## src/rtl/clkgate_ctrl.sv

```systemverilog
// clkgate_ctrl: clock-gate sequencer for N_CH downstream clock gate cells.
// Each channel walks OFF -> WAKE -> ON -> SLEEP -> OFF. A round-robin arbiter
// admits one channel at a time into WAKE so that clock-tree inrush is bounded.
//
// Ports:
//   clk          single clock, rising edge
//   rst_n        synchronous active-low reset
//   req[N_CH]    per-channel level request for a running clock
//   idle_thresh  req-low cycles tolerated in ON before sleeping (quasi-static)
//   force_on     debug override, ORs all ones onto clk_en after the register
//   clk_en[N_CH] enable to each clock gate cell
//   ack[N_CH]    gated clock is stable and usable
//   busy         some channel is in WAKE or SLEEP

// Per-channel sequencer. grant is only ever raised while pending is high.
module clkgate_lane #(
  parameter int WAKE_CYCLES  = 4,
  parameter int SLEEP_CYCLES = 2,
  parameter int W_IDLE       = 8
) (
  input  logic              clk,
  input  logic              rst_n,
  input  logic              req,
  input  logic              grant,
  input  logic [W_IDLE-1:0] idle_thresh,
  output logic              pending,
  output logic              wake_hold,
  output logic              busy_nxt,
  output logic              clk_en_q,
  output logic              ack_q
);
  typedef enum logic [1:0] {S_OFF, S_WAKE, S_ON, S_SLEEP} cg_state_e;

  localparam logic [3:0] WAKE_LAST  = 4'(WAKE_CYCLES - 1);
  localparam logic [3:0] SLEEP_LAST = 4'(SLEEP_CYCLES - 1);

  cg_state_e         st, st_n;
  logic [3:0]        phase, phase_n;
  logic [W_IDLE-1:0] idle, idle_n;

  always_comb begin
    st_n    = st;
    phase_n = phase;
    idle_n  = idle;
    case (st)
      S_OFF: if (grant) begin
        st_n    = S_WAKE;
        phase_n = '0;
      end
      S_WAKE: if (phase == WAKE_LAST) begin
        st_n    = S_ON;
        phase_n = '0;
        idle_n  = '0;
      end else begin
        phase_n = phase + 4'd1;
      end
      S_ON: if (req) begin
        idle_n = '0;
      end else if (idle == idle_thresh) begin
        st_n    = S_SLEEP;
        phase_n = '0;
        idle_n  = '0;
      end else if (idle != '1) begin
        idle_n = idle + W_IDLE'(1);
      end
      S_SLEEP: if (phase == SLEEP_LAST) begin
        st_n    = S_OFF;
        phase_n = '0;
      end else begin
        phase_n = phase + 4'd1;
      end
      default: st_n = S_OFF;
    endcase
  end

  assign pending   = (st == S_OFF) && req;
  // Slot is released on the last WAKE cycle so the next grant lands on the
  // same edge this channel moves to ON: back-to-back wakes, no gap.
  assign wake_hold = (st == S_WAKE) && (phase != WAKE_LAST);
  assign busy_nxt  = (st_n == S_WAKE) || (st_n == S_SLEEP);

  always_ff @(posedge clk) begin
    if (!rst_n) begin
      st       <= S_OFF;
      phase    <= '0;
      idle     <= '0;
      clk_en_q <= 1'b0;
      ack_q    <= 1'b0;
    end else begin
      st       <= st_n;
      phase    <= phase_n;
      idle     <= idle_n;
      clk_en_q <= (st_n != S_OFF);
      ack_q    <= (st_n == S_ON);
    end
  end
endmodule

module clkgate_ctrl #(
  parameter int N_CH         = 4,
  parameter int WAKE_CYCLES  = 4,
  parameter int SLEEP_CYCLES = 2,
  parameter int W_IDLE       = 8
) (
  input  logic              clk,
  input  logic              rst_n,
  input  logic [N_CH-1:0]   req,
  input  logic [W_IDLE-1:0] idle_thresh,
  input  logic              force_on,
  output logic [N_CH-1:0]   clk_en,
  output logic [N_CH-1:0]   ack,
  output logic              busy
);
  localparam int PW = (N_CH > 1) ? $clog2(N_CH) : 1;

  logic [N_CH-1:0] pending, wake_hold, busy_nxt, grant, clk_en_q;
  logic [PW-1:0]   ptr, gnt_idx;
  logic            found;

  for (genvar g = 0; g < N_CH; g++) begin : g_lane
    clkgate_lane #(
      .WAKE_CYCLES (WAKE_CYCLES),
      .SLEEP_CYCLES(SLEEP_CYCLES),
      .W_IDLE      (W_IDLE)
    ) u_lane (
      .clk        (clk),
      .rst_n      (rst_n),
      .req        (req[g]),
      .grant      (grant[g]),
      .idle_thresh(idle_thresh),
      .pending    (pending[g]),
      .wake_hold  (wake_hold[g]),
      .busy_nxt   (busy_nxt[g]),
      .clk_en_q   (clk_en_q[g]),
      .ack_q      (ack[g])
    );
  end

  // Round-robin search starting at ptr (one past the last grant).
  always_comb begin
    int idx;
    grant   = '0;
    gnt_idx = '0;
    found   = 1'b0;
    idx     = 0;
    if (wake_hold == '0) begin
      for (int i = 0; i < N_CH; i++) begin
        idx = (int'(ptr) + i) % N_CH;
        if (!found && pending[idx]) begin
          found      = 1'b1;
          grant[idx] = 1'b1;
          gnt_idx    = PW'(idx);
        end
      end
    end
  end

  always_ff @(posedge clk) begin
    if (!rst_n) begin
      ptr  <= '0;
      busy <= 1'b0;
    end else begin
      busy <= |busy_nxt;
      if (found) ptr <= (gnt_idx == PW'(N_CH - 1)) ? '0 : gnt_idx + PW'(1);
    end
  end

  // Debug override sits after the register so FSM, ack and busy are untouched.
  assign clk_en = clk_en_q | {N_CH{force_on}};
endmodule
```

## config.mk

```make
export PLATFORM = sky130hd
export DESIGN_NAME = clkgate_ctrl
export DESIGN_NICKNAME = d
export VERILOG_FILES = /design/src/rtl/clkgate_ctrl.sv
export SDC_FILE = /design/constraint.sdc
export NUM_CORES = 1
export LEC_CHECK = 0
export BUFFER_PORTS_ARGS = -buffer_cell sky130_fd_sc_hd__buf_2
export CORE_ASPECT_RATIO = 2
export CORE_MARGIN = 2
export CORE_UTILIZATION = 40
export CTS_CLUSTER_DIAMETER = 150
export DETAILED_ROUTE_END_ITERATION = 12
export PLACE_DENSITY_LB_ADDON = 0.05
export REMOVE_ABC_BUFFERS = 1
export SYNTH_ARGS = -nofsm -noshare
export SYNTH_HDL_FRONTEND = slang
export SYNTH_HIERARCHICAL = 1
export SYNTH_SLANG_ARGS = --single-unit
```

## constraint.sdc

```tcl
create_clock -name clk -period 3.7 [get_ports clk]
set_input_delay 0.37 -clock clk [delete_from_list [all_inputs] [get_ports clk]]
set_output_delay 0.37 -clock clk [all_outputs]
set_load 0.02 [all_outputs]
```

After elaboration in Yosys (flattened, before gate mapping) --
Cells that the tools add are included.
Storage, ports and cells: output and inout port bits 9, bits of input ports 15, logic and storage cells 270, register bits 67
Operators by class: eq/ne operators 65, add/subtract/negate cells 12, bitwise gates (word level) 7, $lt $le $gt $ge 8, mux-type cells 109, reductions and logical operators 47
Operator list (count):
- 2-to-1 mux 8 bit | 16
- 2-to-1 mux 4 bit | 28
- case mux 4 bit (4 select lines) | 4
- case mux 8 bit (2 select lines) | 4
- 2-to-1 mux 2 bit | 26
- equality test 2 bit, second input constant | 17
- adder 8 x 1 -> 8 bit, second input constant | 4
- equality test 8 bit | 4
- != test 4 x 2 -> 1 bit, second input constant | 8
- != test 8 bit, second input constant | 4
- case mux 2 bit (4 select lines) | 4
- AND reduction 3 bit | 8
- 2-to-1 mux 1 bit | 19
- adder 4 x 1 -> 4 bit, second input constant | 4
- equality test 2 x 1 -> 1 bit, second input constant | 8
- equality test 4 x 1 -> 1 bit, second input constant | 4
- equality test 4 x 2 -> 1 bit, second input constant | 4
- != test 2 x 1 -> 1 bit, second input constant | 8
- != test 2 bit, second input constant | 8
- OR 4 bit | 4
- nonzero test 2 bit | 8
- logical AND 1 bit | 15
- less-than comparator 3 x 4 -> 1 bit, second input constant | 3
- greater-or-equal comparator 3 x 1 -> 1 bit, second input constant | 3
- other kinds (13) | 33

Longest topological paths before layout --
depth after elaboration 23, mapped depth 13, gate-level depth less buffers 11

Modules after synthesis --
The synthesis kept the hierarchy.
Modules (own cells, without submodules):
- clkgate_lane at g_lane[0].u_lane ... | cells an instance 117, instances 3, area each 988.4 µm², seq. area each 320.3 µm²
- clkgate_lane at g_lane[3].u_lane | cells an instance 119, instances 1, area each 1007.2 µm², seq. area each 320.3 µm²
- clkgate_ctrl | cells an instance 76, instances 1, area each 666.9 µm², seq. area each 60.1 µm²

Worst setup path after synthesis --
Ideal clock, no wire load.
path kind register to register, start point register ptr[0], end point register g_lane[3].u_lane.phase[1], setup slack 987 ps, cell stages (with the launch flop) 14, clock period less this slack 2713 ps, required time 3578 ps, data arrival time 2591 ps, path through dfxtp_1 > buf_4 > inv_1 > ha_1 > buf_2 > or3b_1 > a2111o_1 > nand3_2 > nand2_1 > a21oi_1 > a21oi_1 > o41ai_1 > or2_2 > a21boi_0
On the way: longest elaborated chain between the ends 18
Ends and longest elaborated chain:
- from (decl) | line 117 | logic [PW-1:0] ptr, gnt_idx;
- from (signal assigned) | line 164 | if (found) ptr <= (gnt_idx == PW'(N_CH - 1)) ? '0 : gnt_idx + PW'(1);
- adder 2 x 1 -> 2 bit / binary-select mux 1 bit (select 2 bit) (equally long branches) | line 148, 149
- OR reduction 2 bit (no source line) / 2-to-1 mux 1 bit (equally long branches)
- AND 1 bit (no source line) / 2-to-1 mux 1 bit (equally long branches)
- less-than comparator 3 x 4 -> 1 bit (not written as such) (tied with other cells) | line 151 | grant[idx] = 1'b1;
- logical AND 1 bit (not written as such) / logical NOT 1 bit (equally long branches) | line 151, 149
- 2-to-1 mux 1 bit (not written as such) / logical AND 1 bit (equally long branches) | line 151, 149
- demux 1 bit (select 2 bit) / 2-to-1 mux 1 bit (equally long branches) | line 151, 149
- OR 4 bit (no source line) / 2-to-1 mux 1 bit (equally long branches)
- [3 not listed]
- 2-to-1 mux 4 bit / 2-to-1 mux 1 bit (equally long branches) | line 149, 146
- 2-to-1 mux 4 bit / logical NOT 1 bit (equally long branches) | line 146, 149
- OR 4 bit (no source line) / logical AND 1 bit (equally long branches)
- 2-to-1 mux 4 bit * | line 149 | if (!found && pending[idx]) begin
- 2-to-1 mux 4 bit * | line 146 | if (wake_hold == '0) begin
- named net grant[3] | line 116 | logic [N_CH-1:0] pending, wake_hold, busy_nxt, grant, clk_en_q;
- != test 2 bit (no source line) *
- AND reduction 3 bit (no source line) *
- to (signal assigned) | line 91 | phase <= phase_n;
- to (decl) | line 38 | logic [3:0] phase, phase_n;
The timed path passes the listed nets; every way through them passes the cells marked *. The select of a mux whose other input is x is not followed. A chain may end at the register's enable or synchronous reset.

Worst setup path in the final report --
start point register g_lane[3].u_lane.st[0], end point register g_lane[2].u_lane.phase[1]
On the way: longest elaborated chain between the ends 20
Ends and longest elaborated chain:
- from (decl) | line 37 | cg_state_e st, st_n;
- from (signal assigned) | line 90 | st <= st_n;
- logical NOT 2 bit * | line 76 | assign pending = (st == S_OFF) && req;
- logical AND 1 bit * | line 76
- named net pending[3] | line 116
- binary-select mux 1 bit (select 2 bit) | line 149
- 2-to-1 mux 1 bit (not written as such) | line 149
- 2-to-1 mux 1 bit | line 149
- 2-to-1 mux 1 bit | line 146
- logical NOT 1 bit | line 149
- [6 not listed]
- 2-to-1 mux 1 bit | line 146
- logical NOT 1 bit | line 149
- logical AND 1 bit | line 149
- 2-to-1 mux 4 bit * | line 149
- 2-to-1 mux 4 bit * | line 146
- named net grant[2] | line 116
- != test 2 bit (no source line) *
- AND reduction 3 bit (no source line) *
- to (signal assigned) | line 91
- to (decl) | line 38
Marks and branches as above.

==> qor.txt <==
postcts setup bufs -> 0
Synth cell types -> 73
yosys warns -> 6
clk_skew -> 0.00735 ns
drt initial violations -> 182
Final #Nets -> 597
CP required -> 3.97 ns
Async SR Flop Fraction -> 0%
post-cts hold buffer count -> 0
leading area contributor after synthesis -> dfxtp_1
kind of end point of the critical path -> flop
Final Hold Fails -> 0
vias in the first global route -> 4018
top cells by area, synth -> dfxtp_1 (29%), a21oi_1 (5.6%), ha_1 (5.4%)
Mean Syn Cell Area -> 8.50 um2
pwr dens -> 558 nW/um2
Max Slew Vio Count -> 0
CTS H-tree lvls -> 3
Worst-Skew Late Latency -> 0.34 ns
worst min-delay path class -> reg -> reg
share of cells above drive strength 1 -> 14.8%
vias per cell -> 5.81
register area -> 1340 um2
Rows -> 55
die area -> 12500 um2
IO Pins -> 24
Synth Area in Compound Gates -> 24.1%
setup TNS -> 0 ns
Place WS -> 0.736 ns
Initial Util -> 41.1%
Final WS setup -> 0.700 ns
synth cell count leaders -> dfxtp_1 (67), a21oi_1 (52), nor2_1 (35), nand2_1 (29), inv_1 (27)
Final Util -> 45.5%
CP Cell Sequence -> inv_1 -> and3_1 -> mux4_2 -> nor2b_2 -> a22o_1 -> mux2i_1 -> a21oi_1 -> nor2b_1 -> a311oi_1 -> a21oi_1 -> nor2b_1
global-route wire length before repair -> 19.7 mm
Ant. Diodes -> 0
largest family of logic cells by synthesized area -> simple AND/OR/NAND/NOR gates
worst vdd ir -> 0.000325 V
status -> completed
IO Port Bufs -> 23
setup violators final -> 0
top-count cell post-synth -> dfxtp_1
post-DP HPWL -> 9.16 mm
Mapped Cells -> 546
max_slew headroom -> 27.4%
DRC -> 0
CTS resizes -> 0
clock-pin slew on the worst setup and hold paths -> 0.06 ns
adder-cell share of the synthesized area -> 5.39%
slowest stage delay, CP -> 0.53 ns
area of the multi-input gates -> 3020 um2
Arr. time, crit path -> 3.27 ns
Leakage -> 1.88 nW
DR vias -> 4120
GRT Residual Overflow -> 0
minimum clock period -> 3.00 ns
CTS Sinks -> 67
Clock Path Buffers -> 2
Seq/Total Area, Yosys -> 28.9%
mapped cell area -> 4640 um2
CTS buffer count -> 9
DRT Wirelength -> 12.0 mm
core area -> 11300 um2
Total GRT Usage -> 20.1%
CTS tree -> yes
Critical Path Fanout Max -> 11
Post-synth EDFFs -> 0
Die X -> 80.2 um
highest-delay cell along the critical path -> dfxtp_1
multiplexer share of the synthesized area -> 3.69%
per-cell routed wire length -> 17.0 um
Routed Antenna Nets -> 0
initial antenna violation count -> 0
post-synthesis register bit count -> 67
root buf cell -> clkbuf_16
Worst Tran Pin Value -> 1.09 ns
post-route clock period utilization -> 81.1%
Area Overhead vs Synth -> 10.7%
GP Congestion -> 0.843
pin count of the biggest net entering global routing -> 36
Post-Synth Simple-Gate Area -> 26.0%
XOR/XNOR share of the synthesized area -> 6.04%
Chip Height -> 156 um
Max Cap Viol -> 0
Main synth FF type -> dfxtp_1
CP Launch Type -> flop
RSZ-0062 raised after global routing -> false
Filler cells -> 1155
CP Class -> reg -> reg
Synth top area share -> 28.9%
DRT Pass-1 Iters -> 4
f_max -> 333 MHz
area by class of cell:
class	count	area share (%)
inverter	30	2.19
clock buffer	11	4.92
clock inverter	5	1.63
multi-input combinational	427	58.9
sequential	67	26.1
tap	142	3.46
timing repair buffer	27	2.83
path summary, 6_finish.rpt:
path                                                              from                                endpoint  slack, ns  cells past startpoint
worst min-delay path            g_lane[0].u_lane/phase[3]$_SDFFE_PN0P_  g_lane[0].u_lane/phase[3]$_SDFFE_PN0P_       0.50                      1
worst max register to register       g_lane[3].u_lane/st[0]$_SDFF_PN0_  g_lane[2].u_lane/phase[1]$_SDFFE_PN0P_       0.70                     11
worst max-delay path                 g_lane[3].u_lane/st[0]$_SDFF_PN0_  g_lane[2].u_lane/phase[1]$_SDFFE_PN0P_       0.70                     11
worst min register to register  g_lane[0].u_lane/phase[3]$_SDFFE_PN0P_  g_lane[0].u_lane/phase[3]$_SDFFE_PN0P_       0.50                      1
power by group:
part	total [mW]	leakage [nW]	switching, mW	internal [mW]
Combinational	1.02	1.18	0.582	0.435
Clock	0.962	0.158	0.333	0.629
Sequential	0.885	0.542	0.0957	0.790
Total	2.86	1.88	1.01	1.85
sequential cells by signal, indices dropped and copies added (netlist names):
| signal | cells |
|---|---|
| ptr | 2 |
| g_lane.u_lane/phase | 16 |
| g_lane.u_lane/clk_en_q | 4 |
| g_lane.u_lane/st | 8 |
| g_lane.u_lane/ack_q | 4 |
| busy | 1 |
| g_lane.u_lane/idle | 32 |
logic make-up (layout without fill, tap and decap cells):
| group | after synthesis | after routing |
|---|---|---|
| xor+xnor | 32 | 32 |
| fa+ha+maj | 20 | 20 |
| mux | 14 | 14 |
| buf+inv | 52 | 73 |
| compound gates | 167 | 167 |
| simple gates | 194 | 194 |
| flops | 67 | 67 |
metal layers:
metal / GRT usage [%] / share of wire, %
met1: 22.2 / 41
met2: 37.6 / 55
met3: 3.46 / 3.1
met4: 6.86 / 1.7
met5: 0 / 0
cell usage in the layout, fill, tap and decap left out, types with 5 or more instances in the layout:
cell type  netlist  final
dfxtp_1         67     67
a21oi_1         52     52
nor2_1          35     35
nand2_1         29     29
inv_1           27     27
xor2_1          24     24
o31ai_1         24     24
buf_2            3     23
nand3_1         22     22
ha_1            20     20
or4_1           18     18
o21ai_1         17     17
nor2b_1         16     16
a31oi_1         12     12
mux2i_1          9      9
o21ai_0          9      9
clkbuf_16        0      9
xnor2_1          8      8
nand3b_1         7      7
a21boi_0         7      7
and3_1           7      7
nand4_1          7      7
nor4_4           6      6
or3_1            6      6
a22o_1           5      5
or2_2            5      5
critical path, delay by kind of cell, from the launching register on:
family          cells  cell delay (ns)
mux                 2             0.61
compound gates      4             0.86
simple gates        4             0.79
flops               1             0.53
buf+inv             1             0.16
through the flow:
| stage | power, mW | std cells | area, um2 | hold WS (ns) |
|---|---|---|---|---|
| floorplan | 1.63 | 524 | 4480 | 0.453 |
| global placement | 1.90 | 693 | 4800 | 0.471 |
| detailed placement | 1.91 | 693 | 4800 | 0.492 |
| CTS | 2.89 | 709 | 5140 | 0.499 |
| global route | 3.05 | 709 | 5140 | 0.521 |
| finish | 2.86 | 709 | 5140 | 0.496 |
Power figures use the tool's default switching activity.
